## config.mk

```make
export PLATFORM = sky130hd
export DESIGN_NAME = int_queue_scheduler
export DESIGN_NICKNAME = d
export VERILOG_FILES = /design/src/rtl/int_queue_scheduler.sv
export SDC_FILE = /design/constraint.sdc
export NUM_CORES = 1
export LEC_CHECK = 0
export ABC_CLOCK_PERIOD_IN_PS = 2400
export BUFFER_PORTS_ARGS = -buffer_cell sky130_fd_sc_hd__buf_2
export CORE_MARGIN = 4
export CORE_UTILIZATION = 56
export DETAILED_ROUTE_END_ITERATION = 12
export MAX_ROUTING_LAYER = met4
export PLACE_DENSITY = 0.74
export SLEW_MARGIN = 20
export SYNTH_ARGS = -nofsm -noshare
export SYNTH_HDL_FRONTEND = slang
export SYNTH_SLANG_ARGS = --single-unit
```

## constraint.sdc

```tcl
create_clock -name clk -period 2.4 [get_ports clk]
set_input_delay 0 -clock clk [delete_from_list [all_inputs] [get_ports clk]]
set_output_delay 0 -clock clk [all_outputs]
set_load 0.02 [all_outputs]
```

## src/rtl/int_queue_scheduler.sv

```systemverilog
// Integer issue-queue scheduler.
// Tracks relative age of queue entries in an age matrix and, each cycle,
// selects the oldest entry whose operands are ready into a single registered
// issue slot. The slot is released to the queue owner when the ALU accepts it.
module int_queue_scheduler #(
    parameter int QSIZE = 8,
    parameter int QIDX  = 3
) (
    input  logic             clk,
    input  logic             rst_n,
    input  logic             flush,
    input  logic             alloc0_valid,
    input  logic [QIDX-1:0]  alloc0_idx,
    input  logic             alloc1_valid,
    input  logic [QIDX-1:0]  alloc1_idx,
    input  logic [QSIZE-1:0] entry_valid,
    input  logic [QSIZE-1:0] entry_ready,
    output logic             issue_valid,
    output logic [QIDX-1:0]  issue_idx,
    input  logic             alu_ready,
    output logic             free_valid,
    output logic [QIDX-1:0]  free_idx
);

    // Converts a one-hot vector to its index; the input is unique by
    // construction, so OR-ing the matching indices is sufficient.
    function automatic logic [QIDX-1:0] onehot_to_idx(input logic [QSIZE-1:0] oh);
        logic [QIDX-1:0] idx;
        idx = {QIDX{1'b0}};
        for (int k = 0; k < QSIZE; k++) begin
            if (oh[k]) begin
                idx = idx | QIDX'(k);
            end else begin
                idx = idx;
            end
        end
        return idx;
    endfunction

    // age_r[i][j] = 1 means entry i is older than entry j
    logic [QSIZE-1:0] age_r [QSIZE];
    logic [QSIZE-1:0] age_s [QSIZE];

    logic             issue_valid_r;
    logic [QIDX-1:0]  issue_idx_r;
    logic             issue_valid_s;
    logic [QIDX-1:0]  issue_idx_s;

    logic [QSIZE-1:0] held_s;
    logic [QSIZE-1:0] cand_s;
    logic [QSIZE-1:0] sel_oh_s;
    logic [QIDX-1:0]  sel_idx_s;
    logic             sel_any_s;

    // Age matrix update for new allocations: a new entry's row is cleared and
    // its column is set for every entry already occupied. alloc1 is applied
    // after alloc0, so alloc0's entry counts as older than alloc1's.
    always_comb begin
        age_s = age_r;
        for (int i = 0; i < QSIZE; i++) begin
            for (int j = 0; j < QSIZE; j++) begin
                if (alloc1_valid && (alloc1_idx == QIDX'(i))) begin
                    age_s[i][j] = 1'b0;
                end else if (alloc1_valid && (alloc1_idx == QIDX'(j)) &&
                             (entry_valid[i] || (alloc0_valid && (alloc0_idx == QIDX'(i))))) begin
                    age_s[i][j] = 1'b1;
                end else if (alloc0_valid && (alloc0_idx == QIDX'(i))) begin
                    age_s[i][j] = 1'b0;
                end else if (alloc0_valid && (alloc0_idx == QIDX'(j)) && entry_valid[i]) begin
                    age_s[i][j] = 1'b1;
                end else begin
                    age_s[i][j] = age_r[i][j];
                end
            end
        end
    end

    // Mask of the entry currently parked in the issue slot; it must not be
    // re-selected while it sits there, even in the cycle it is accepted.
    always_comb begin
        held_s = {QSIZE{1'b0}};
        if (issue_valid_r) begin
            held_s[issue_idx_r] = 1'b1;
        end else begin
            held_s = {QSIZE{1'b0}};
        end
    end

    // Oldest-ready selection: a candidate wins when no other candidate is
    // marked older than it in the age matrix.
    always_comb begin
        cand_s   = entry_valid & entry_ready & ~held_s;
        sel_oh_s = {QSIZE{1'b0}};
        for (int i = 0; i < QSIZE; i++) begin
            logic blocked;
            blocked = 1'b0;
            for (int j = 0; j < QSIZE; j++) begin
                blocked = blocked | (cand_s[j] & age_r[j][i]);
            end
            sel_oh_s[i] = cand_s[i] & ~blocked;
        end
        sel_any_s = |sel_oh_s;
        sel_idx_s = onehot_to_idx(sel_oh_s);
    end

    // Issue slot next state: squash on flush, refill when empty or being
    // accepted, drain when accepted with nothing to replace it, else hold.
    always_comb begin
        issue_valid_s = issue_valid_r;
        issue_idx_s   = issue_idx_r;
        if (flush) begin
            issue_valid_s = 1'b0;
        end else if ((!issue_valid_r || alu_ready) && sel_any_s) begin
            issue_valid_s = 1'b1;
            issue_idx_s   = sel_idx_s;
        end else if (issue_valid_r && alu_ready) begin
            issue_valid_s = 1'b0;
        end else begin
            issue_valid_s = issue_valid_r;
            issue_idx_s   = issue_idx_r;
        end
    end

    // Age matrix register: cleared by reset and by flush (allocs ignored then).
    always_ff @(posedge clk) begin
        if (!rst_n) begin
            for (int i = 0; i < QSIZE; i++) begin
                age_r[i] <= {QSIZE{1'b0}};
            end
        end else if (flush) begin
            for (int i = 0; i < QSIZE; i++) begin
                age_r[i] <= {QSIZE{1'b0}};
            end
        end else begin
            age_r <= age_s;
        end
    end

    // Issue slot register.
    always_ff @(posedge clk) begin
        if (!rst_n) begin
            issue_valid_r <= 1'b0;
            issue_idx_r   <= {QIDX{1'b0}};
        end else begin
            issue_valid_r <= issue_valid_s;
            issue_idx_r   <= issue_idx_s;
        end
    end

    assign issue_valid = issue_valid_r;
    assign issue_idx   = issue_idx_r;
    // Release is combinational so the owner can free the entry in the same
    // cycle the ALU takes it; suppressed by flush and while in reset.
    assign free_valid  = issue_valid_r & alu_ready & ~flush & rst_n;
    assign free_idx    = issue_idx_r;

endmodule

```

After elaboration in Yosys (flattened, before gate mapping)

Cells that the tools add are included.

Register bits after elaboration: 68
Word-level logic and storage cells: 665
Output and inout port bits: 8

$lt $le $gt $ge: 2
Bitwise gates (word level): 144
Multiplexer cells: 204
Eq/ne operators: 14
Reductions and logical operators: 235

Operator list:

| operator                                                                             | count |
|---|---|
| 1-bit two-way mux                                                                    | 196 |
| 3-bit nonzero test                                                                   | 64 |
| 1-bit logical AND                                                                    | 147 |
| 1-bit bitwise AND                                                                    | 75 |
| 1-bit OR                                                                             | 56 |
| 3-bit equality test (second input constant)                                          | 8 |
| 3-bit OR reduction                                                                   | 8 |
| 8-bit bitwise AND                                                                    | 2 |
| 3-bit by 2-bit equality test with 1-bit output (second input constant)               | 4 |
| 3-bit two-way mux                                                                    | 4 |
| 1-bit inverter                                                                       | 10 |
| 1-bit logical OR                                                                     | 9 |
| 8-bit two-way mux                                                                    | 1 |
| 8-bit inverter                                                                       | 1 |
| 8-bit OR reduction                                                                   | 1 |
| 3-bit by 1-bit equality test with 1-bit output (second input constant)               | 2 |
| 3-bit logical NOT                                                                    | 2 |
| 3-bit by 4-bit less-than comparator with 1-bit output (second input constant)        | 1 |
| 2-bit two-way mux                                                                    | 2 |
| 1-bit demux with 3-bit select                                                        | 1 |
| 3-bit by 1-bit greater-or-equal comparator with 1-bit output (second input constant) | 1 |
| 2-bit AND reduction                                                                  | 1 |
| 2-bit nonzero test                                                                   | 1 |
| 2-bit OR reduction                                                                   | 1 |
| 1-bit logical NOT                                                                    | 1 |

Longest topological paths before layout

Gate-level depths: netlist of run 1.

Depth in word-level cells: 24
Gate-level depth with buffers: 9

Worst setup path before layout of run 1

OpenSTA, ideal clock, no wires.

Path type: register to register
Start point: register issue_idx_r[0], in the netlist free_idx[0]
End point: register issue_idx_r[0], in the netlist free_idx[0]
Data arrival time: 1,941 ps
Setup time: 115 ps
Cell stages (with the launch flop): 10
Period minus slack after synthesis: 2,057 ps
Setup slack: 343 ps
Required time: 2,285 ps
Path through: dfxtp_1 > buf_6 > nand4b_1 > and3_1 > buf_6 > a2111oi_2 > nand4_2 > nand4_2 > o21ai_2 > a31o_1

Longest elaborated chain between the ends: 24
Elaborated cells on any way between the ends: 154
Those cells by class: 2 x order compare; 10 x mux; 138 x bitwise; 4 x reduce/logical

RTL lines:

| item                                                                                                                                                        | RTL line | RTL |
|---|---|---|
| start: declaration                                                                                                                                          | 45       | `logic [QIDX-1:0] issue_idx_r;` |
| start signal: assignment                                                                                                                                    | 143      | `issue_idx_r <= {QIDX{1'b0}};` |
| start signal: assignment                                                                                                                                    | 146      | `issue_idx_r <= issue_idx_s;` |
| 3-bit by 4-bit less-than comparator with 1-bit output (implied by the code) or 3-bit by 1-bit greater-or-equal comparator with 1-bit output (tied branches) | 83       | `held_s[issue_idx_r] = 1'b1;` |
| 1-bit logical AND (implied by the code)                                                                                                                     | 83       |  |
| 1-bit two-way mux (implied by the code)                                                                                                                     | 83       |  |
| 1-bit demux with 3-bit select (*)                                                                                                                           | 83       |  |
| 8-bit two-way mux (*)                                                                                                                                       | 82       | `if (issue_valid_r) begin` |
| 8-bit inverter (*)                                                                                                                                          | 92       | `cand_s = entry_valid & entry_ready & ~held_s;` |
| 8-bit bitwise AND (*)                                                                                                                                       | 92       |  |
| 1-bit bitwise AND                                                                                                                                           | 98       | `blocked = blocked \| (cand_s[j] & age_r[j][i]);` |
| 1-bit OR (7 in a row)                                                                                                                                       | 98       |  |
| 1-bit inverter                                                                                                                                              | 100      | `sel_oh_s[i] = cand_s[i] & ~blocked;` |
| 1-bit bitwise AND                                                                                                                                           | 100      |  |
| 1-bit two-way mux                                                                                                                                           | 31       | `if (oh[k]) begin` |
| 2-bit two-way mux (2 in a row)                                                                                                                              | 31       |  |
| 3-bit two-way mux (4 in a row)                                                                                                                              | 31       |  |

Every way passes the cells marked *; elsewhere a longest branch is shown, timed or not.
A chain may end at the register's enable or synchronous reset.

Worst setup path after layout of run 1

Start point: register issue_idx_r[1], in the netlist free_idx[1]
End point: register issue_idx_r[0], in the netlist free_idx[0]

The elaborated chain is that of the path after synthesis.

==> results of run 1 <==
## cells in the final DEF (no fill, tap or decap), drive strengths merged, types with 3 or more instances in the layout
cell,count
and3,6
nand4,10
dfxtp,68
a211oi,57
and4bb,3
nand2b,4
buf,52
a22oi,19
a2111oi,7
nor3b,15
nand2,24
or2,8
clkbuf,11
nor2,12
nand4b,6
nor3,3
nor2b,4
a21oi,56
nand3,8
o21ai,8
## path summary, 6_finish.rpt
path,slack (ps),cells past startpoint,from,end
min,100,3,alloc0_idx[2],age_r[44]
min reg2reg,480,1,age_r[35],age_r[35]
max,120,7,free_idx[1],free_idx[0]
max reg2reg,120,7,free_idx[1],free_idx[0]
## logic make-up after synthesis
| group | after synthesis | synth area share (%) |
|---|---|---|
| compound gates | 151 | 32.76 |
| simple gates | 107 | 20.61 |
| flops | 68 | 41.83 |
| buf+inv | 24 | 4.498 |
| mux | 1 | 0.3076 |
## metal layers
layer / up-vias / wire (µm) / GRT usage [%]
met5: - / 0 / -
met4: 0 / 372 / 13.74
met3: 33 / 977 / 7.066
met2: 169 / 4569 / 45.34
met1: 1496 / 4270 / 39.78
li1: 1460 / - / -
## sequential cells by signal, summed over array words and instances (netlist names)
register and flops:
age_r 64, free_idx 3, issue_valid 1
## final cells by class
type	count	area share (%)
multi-input combinational	259	47.28
sequential	68	36.74
timing repair buffer	54	8.713
clock buffer	11	3.546
tap	72	2.432
clock inverter	3	1.081
inverter	2	0.2026
## power groups by stage
| stage | Sequential, W | Combinational [W] | Clock (W) |
|---|---|---|---|
| finish | 0.00118 | 0.000303 | 0.000884 |
| detailed placement | 0.00120 | 0.000292 | 0 |
| global placement | 0.00120 | 0.000288 | 0 |
| floorplan | 0.00119 | 0.000209 | 0 |
| CTS | 0.00117 | 0.000295 | 0.000887 |
| global route | 0.00118 | 0.000326 | 0.000933 |
## worst min-delay path, stage by stage
cell and delay, ps:
buf_2 130, nor3_2 90, a211oi_1 190
## stage by stage
step | cell area, µm² | std cells | setup WS (ps)
2_1_floorplan | 3254 | 351 | 343.3
3_3_place_gp | 3508 | 453 | 243.4
3_5_place_dp | 3508 | 453 | 187.0
4_1_cts | 3700 | 469 | 175.7
5_1_grt | 3705 | 469 | 51.56
6_report | 3705 | 469 | 121.7
## timing repair
action / CTS / global route
gates resized for setup: 0 / 1
hold buffers: 2 / 0
hold endpoints to repair: 4 / 0
setup endpoints to repair: 0 / 1
==> results.yml, run 1 <==
outcome:
  status: "complete, no violations"
timing:
  drv_slew: 0
  max_slew_margin_pct: 47.94
  finalSetupViolCount: 0
  fmaxAchievable_mhz: 438.9
  min_period_ps: 2278
  tightest_slew_ps: 775.8
  rsz0062_at_grt: "no"
  tns_ps: 0
  timing_hold_violations_final: 0
  fin_skew_ps: 8.046
  fin_crit_sh_pct: 94.93
  whs_ps: 101.9
power:
  p_clk_share_pct: 37.4
  total_power_w: 0.002362
  netSwitchingPower_w: 0.0006401
  p_int_w: 0.001722
  p_comb_share_pct: 12.8
  p_per_area_nw_per_um2: 637.5
  irDropWorstVdd_uv: 393.1
  p_sw_share_pct: 27.10
  leakage_nw: 1.254
  seqPwrFrac_pct: 49.8
layout:
  register_area_um2: 1361
  final_util_pct: 66.46
  areaGrowthSynthToFinish_pct: 13.84
  multi_input_area_um2: 1752
  fillerInstances: 478
  antenna_cells: 0
  fin_nets: 422
  drive_gt1_share_pct: 23.43
drt:
  drcViolationCount: 0
  wirelength_mm: 10.19
  first_iter_violations: 352
  ant_nets: 0
  dr.pass1.iters: 5
  vias: 3158
  routed_wire_length_per_instance_um: 21.73
  viasPerCell: 6.733
logic_synthesis:
  ys_seq_area_share_pct: 41.83
  avgSynthCellArea_um2: 9.272
  yosys.area.top_type: "dfxtp_1"
  netlist_area_um2: 3254
  synthFlopType: "dfxtp_1"
  yosysMostFrequentCell: "dfxtp_1"
  netlist_top_cells_count: "dfxtp_1, a211oi_1, a21oi_1"
  synth_edf_count: 0
  post-synth-top-area-fraction_pct: 41.83
  synth.distinct_cells: 37
  ys_ff_latch: 68
  synthCells: 351
  syn_nets: 379
  async_flop_share_pct: 0
  ys_warn_count: 0
  yosys-top-cells-area: "dfxtp_1, a211oi_1, a21oi_1, a22oi_1, nor3b_1"
worst_hold_path:
  worst_hold_path_type: "in -> reg"
floorplan:
  io-pin-count: 36
  rows: 27
  fp.dieW_um: 84.23
  start_util_pct: 58.38
  die_h_um: 84.23
  dieArea_um2: 7095
  core-area_um2: 5574
worst_setup_path:
  cp.required_ps: 2640
  critPathTopFamily: "simple AND/OR/NAND/NOR gates"
  critPathLaunchType: "register"
  worstPathArrival_ps: 2520
  cp_max_fo: 11
  crit_buf_inv: 0
  slowest_delay_ps: 520
  cpMaxStageDelayCell: "dfxtp_1"
  critPathKind: "reg -> reg"
  cp_cell_sequence: "nand4b_1 > and3_1 > a2111oi_4 > nand3_1 > nand4_2 > o21ai_2 > a31o_1"
  cp-end-kind: "register"
global_routing:
  antenna_found_initial: 0
  grt-ovfl-total: 0
  grt_pass1_wl_mm: 16.20
  grt_max_degree: 12
  grt_pass1_vias: 3043
  grtUsageTotal_pct: 30.64
clocking:
  cts_tree: "built"
  cts_setup_buffers: 0
  clock_sinks: 68
  cts_root_buffer: "clkbuf_8"
  cts_buffers: 9
  h-tree-depth: 3
  clock_latency_ps: 350
  cts_max_path_buffers: 2
  clk_pin_slew_ps: 70
place:
  routabilityCongestion: 1.016
  dpl.hpwl_mm: 7.412
  io_buffers: 35
flow_run:
  drv_cap: 0
Note: power is estimated with default switching activity, not from simulation.
==> run 2: changes to the inputs <==
--- a/config.mk
+++ b/config.mk
@@ -11,7 +11,7 @@
 export CORE_UTILIZATION = 56
 export DETAILED_ROUTE_END_ITERATION = 12
 export MAX_ROUTING_LAYER = met4
-export PLACE_DENSITY = 0.74
+export PLACE_DENSITY_LB_ADDON = 0.2
 export SLEW_MARGIN = 20
 export SYNTH_ARGS = -nofsm -noshare
 export SYNTH_HDL_FRONTEND = slang
==> results.yml, run 2 (same netlist as run 1, synthesis figures left out) <==
worst_setup_path:
  critPathKind: "reg -> reg"
  startpoint: "free_idx[2]"
  critPathLaunchType: "register"
  cp_max_fo: 11
  worstPathArrival_ps: 2500
  cp.required_ps: 2640
  r2r_start: "free_idx[2]"
  cp-end-kind: "register"
timing:
  max_slew_margin_pct: 35.29
  fin_skew_ps: 11.10
  fin_crit_sh_pct: 94.56
  tns_ps: 0
  timing_hold_violations_final: 0
  fmaxAchievable_mhz: 440.7
  drv_slew: 0
  tightest_slew_ps: 964.2
  min_period_ps: 2269
  fin_ws_ps: 130.6
  rsz0062_at_grt: "no"
  finalSetupViolCount: 0
clocking:
  cts_setup_buffers: 0
  cts_max_path_buffers: 2
  cts_buffers: 9
  clock_sinks: 68
  clock_latency_ps: 350
  cts_root_buffer: "clkbuf_8"
  clk_pin_slew_ps: 60
  h-tree-depth: 3
  cts_tree: "built"
drt:
  routed_wire_length_per_instance_um: 22.69
  vias: 3187
  ant_nets: 0
  wirelength_mm: 10.69
  viasPerCell: 6.766
  first_iter_violations: 342
  dr.pass1.iters: 7
  drcViolationCount: 0
place:
  routabilityCongestion: 1.003
  dp_slack_ps: 133.1
  dpl.hpwl_mm: 7.690
  io_buffers: 35
outcome:
  status: "complete, no violations"
floorplan:
  die_h_um: 84.23
  io-pin-count: 36
  core-area_um2: 5574
  fp.dieW_um: 84.23
  rows: 27
  start_util_pct: 58.38
  dieArea_um2: 7095
worst_hold_path:
  min_from: "flush"
  worst_hold_path_type: "in -> reg"
power:
  total_power_w: 0.002386
  irDropWorstVdd_uv: 510.4
  leakage_nw: 1.257
  p_per_area_nw_per_um2: 641.8
global_routing:
  grt-ovfl-total: 0
  grt_max_degree: 12
  grt_pass1_wl_mm: 16.64
  grtUsageTotal_pct: 31.82
  antenna_found_initial: 0
  grt_pass1_vias: 2987
layout:
  areaGrowthSynthToFinish_pct: 14.23
  layout_common_cells: "dfxtp_1, a211oi_1, a21oi_1"
  layout_commonest_cell: "dfxtp_1"
  antenna_cells: 0
  top_register: "age_r"
  drive_gt1_share_pct: 23.81
  fin_nets: 422
  fillerInstances: 483
  largest_reg_flops: 64
flow_run:
  drv_cap: 0
[run 2: cell types whose count changed in the layout (fill, tap and decap cells not counted), sizes merged]
cell / change
clkinv: +1
clkinvlp: +1
[run 2: worst paths after layout]
| check | to | slack [ps] | cells past startpoint |
|---|---|---|---|
| max | free_idx[0] | 130 | 7 |
| min | issue_valid | 150 | 4 |
| max reg2reg | free_idx[0] | 130 | 7 |
| min reg2reg | age_r[35] | 490 | 1 |
[run 2: layout make-up]
cell class	count	area [µm²]	share of cell area (%)
clock buffers	11	131.4	3.534
inverters	2	7.507	0.2020
multi-input cells	259	1752	47.12
well taps	72	90.09	2.423
clock inverters	5	52.55	1.414
flip-flops and latches	68	1361	36.62
repair buffers	54	322.8	8.684
[run 2: report_power, final]
group | internal, W | leakage [nW] | switching, W
logic | 0.000107 | 0.614 | 0.000196
clock network | 0.000475 | 0.0931 | 0.000432
registers | 0.00115 | 0.550 | 0.0000272
[run 2: repair_timing]
item | CTS | global route
gates resized for setup | 0 | 1
endpoints found under the hold margin | 4 | 0
setup endpoints to repair | 0 | 4
hold buffers | 2 | 0
[run 2: layer usage]
layer / track usage [%] / part of all wire, %
met3: 7.655 / 12
met4: 13.30 / 3.1
met2: 46.77 / 43
met5: - / 0
met1: 41.82 / 42
[run 2: through the flow]
stage                     utilization [%]  instance area (µm²)  hold slack (ps)  instances
after floorplan                         -                 3254            141.5        351
after global placement              62.94                 3508            292.0        453
after detailed placement            62.94                 3508            301.6        453
after CTS                           66.60                 3712            134.9        471
after global routing                66.69                 3717            152.7        471
final                               66.69                 3717            147.3        471
[run 2: critical path, cell delays in order (launching register included)]
cell and delay (ps):
dfxtp_1 530, nand4b_1 210, and3_1 360, a211oi_1 390, nand4_1 210, nand4_2 170
o21ai_2 90, a31o_1 210
==> run 3: changes to the inputs <==
--- a/config.mk
+++ b/config.mk
@@ -9,6 +9,7 @@
 export BUFFER_PORTS_ARGS = -buffer_cell sky130_fd_sc_hd__buf_2
 export CORE_MARGIN = 4
 export CORE_UTILIZATION = 56
+export CTS_BUF_LIST = sky130_fd_sc_hd__clkbuf_8 sky130_fd_sc_hd__clkbuf_16
 export DETAILED_ROUTE_END_ITERATION = 12
 export MAX_ROUTING_LAYER = met4
 export PLACE_DENSITY_LB_ADDON = 0.2
==> results.yml, run 3 (same netlist as run 1, synthesis figures left out) <==
global_routing:
  antenna_found_initial: 0
  grt_pass1_wl_mm: 16.64
  grt_max_degree: 12
  grt-ovfl-total: 0
  grtUsageTotal_pct: 31.82
  grt_pass1_vias: 2987
outcome:
  status: "complete, no violations"
timing:
  fin_skew_ps: 12.80
  min_period_ps: 2248
  timing_hold_violations_final: 0
  drv_slew: 0
  finalSetupViolCount: 0
  tns_ps: 0
  fin_crit_sh_pct: 93.68
  max_slew_margin_pct: 38.74
  rsz0062_at_grt: "no"
  fmaxAchievable_mhz: 444.8
  tightest_slew_ps: 912.8
clocking:
  cts_buffers: 9
  clock_latency_ps: 350
  cts_setup_buffers: 0
  cts_root_buffer: "clkbuf_8"
  clock_sinks: 68
  cts_tree: "built"
  h-tree-depth: 3
  cts_max_path_buffers: 2
  clk_pin_slew_ps: 60
power:
  p_per_area_nw_per_um2: 640.8
  leakage_nw: 1.265
  irDropWorstVdd_uv: 499.1
drt:
  wirelength_mm: 10.70
  viasPerCell: 6.745
  dr.pass1.iters: 5
  ant_nets: 0
  routed_wire_length_per_instance_um: 22.71
  vias: 3177
  drcViolationCount: 0
  first_iter_violations: 333
layout:
  layout_common_cells: "dfxtp_1, a211oi_1, a21oi_1"
  layout_commonest_cell: "dfxtp_1"
  top_register: "age_r"
  fin_nets: 422
  antenna_cells: 0
  largest_reg_flops: 64
  final_area_um2: 3717
  areaGrowthSynthToFinish_pct: 14.23
  drive_gt1_share_pct: 23.81
worst_setup_path:
  cp.required_ps: 2640
  cpMostUsedCell: "nand4_2"
  cp_max_fo: 11
  crit_buf_inv: 0
  critPathLaunchType: "register"
  critPathKind: "reg -> reg"
  slowest_delay_ps: 520
  cpMaxStageDelayCell: "dfxtp_1"
  cp_cell_sequence: "nand4b_1 > and3_1 > a2111oi_2 > nand4_2 > nand4_2 > o21ai_2 > a31o_1"
  critPathTopFamily: "simple AND/OR/NAND/NOR gates"
  worstPathArrival_ps: 2490
  cp-end-kind: "register"
worst_hold_path:
  worst_hold_path_type: "in -> reg"
place:
  io_buffers: 35
  routabilityCongestion: 1.003
  place_area_um2: 3508
  dpl.hpwl_mm: 7.690
floorplan:
  dieArea_um2: 7095
  rows: 27
  core-area_um2: 5574
  start_util_pct: 58.38
  die_h_um: 84.23
  fp.dieW_um: 84.23
  io-pin-count: 36
flow_run:
  drv_cap: 0
==> run 3: cell types whose count changed in the layout (fill, tap and decap cells not counted), sizes merged <==
| cell | delta |
|---|---|
| clkbuf | -2 |
| inv | +2 |
==> run 3: final timing paths <==
kind | startpoint | endpoint | slack (ps) | depth (start not counted)
max | free_idx[0] | free_idx[0] | 150 | 7
min | flush | issue_valid | 140 | 4
min reg2reg | age_r[21] | age_r[21] | 490 | 1
max reg2reg | free_idx[0] | free_idx[0] | 150 | 7
==> run 3: cell type report <==
class	count	area [µm²]
clock buffer	9	123.9
clock inverter	7	60.06
fill	483	1857
inverter	2	7.507
multi-input combinational	259	1752
sequential	68	1361
tap	72	90.09
timing repair buffer	54	322.8
==> run 3: power breakdown <==
group / internal [W] / total, W / switching [W]
logic: 0.000107 / 0.000302 / 0.000195
registers: 0.00115 / 0.00118 / 0.0000274
clock network: 0.000467 / 0.000904 / 0.000437
==> run 3: per-layer routing <==
layer | wire length, µm | track usage (%)
met1 | 4512 | 41.82
met2 | 4677 | 46.77
met3 | 1225 | 7.655
met4 | 282 | 13.30
met5 | 0 | -
==> run 3: timing repair <==
action                                  4_1_cts  5_1_grt
endpoints found under the hold margin         4        0
endpoints found under the setup margin        0        4
gates resized for setup                       0        1
hold buffers                                  2        0
==> run 3: worst register-to-register path: stages, from the launching register on <==
cell       delay [ps]
dfxtp_1           520
nand4b_1          170
and3_1            330
a2111oi_2         500
nand4_2           160
nand4_2           170
o21ai_2            80
a31o_1            220
==> run 3: stage by stage <==
stage	hold slack, ps	setup slack (ps)	std cells	utilization (%)	power, W
6_report	144.0	151.6	471	66.69	0.002382
5_1_grt	152.7	3.422	471	66.69	0.002455
4_1_cts	134.9	111.5	471	66.60	0.002370
3_5_place_dp	301.6	133.1	453	62.94	0.001493
3_3_place_gp	292.0	191.8	453	62.94	0.001487
2_1_floorplan	141.5	343.3	351	-	0.001404
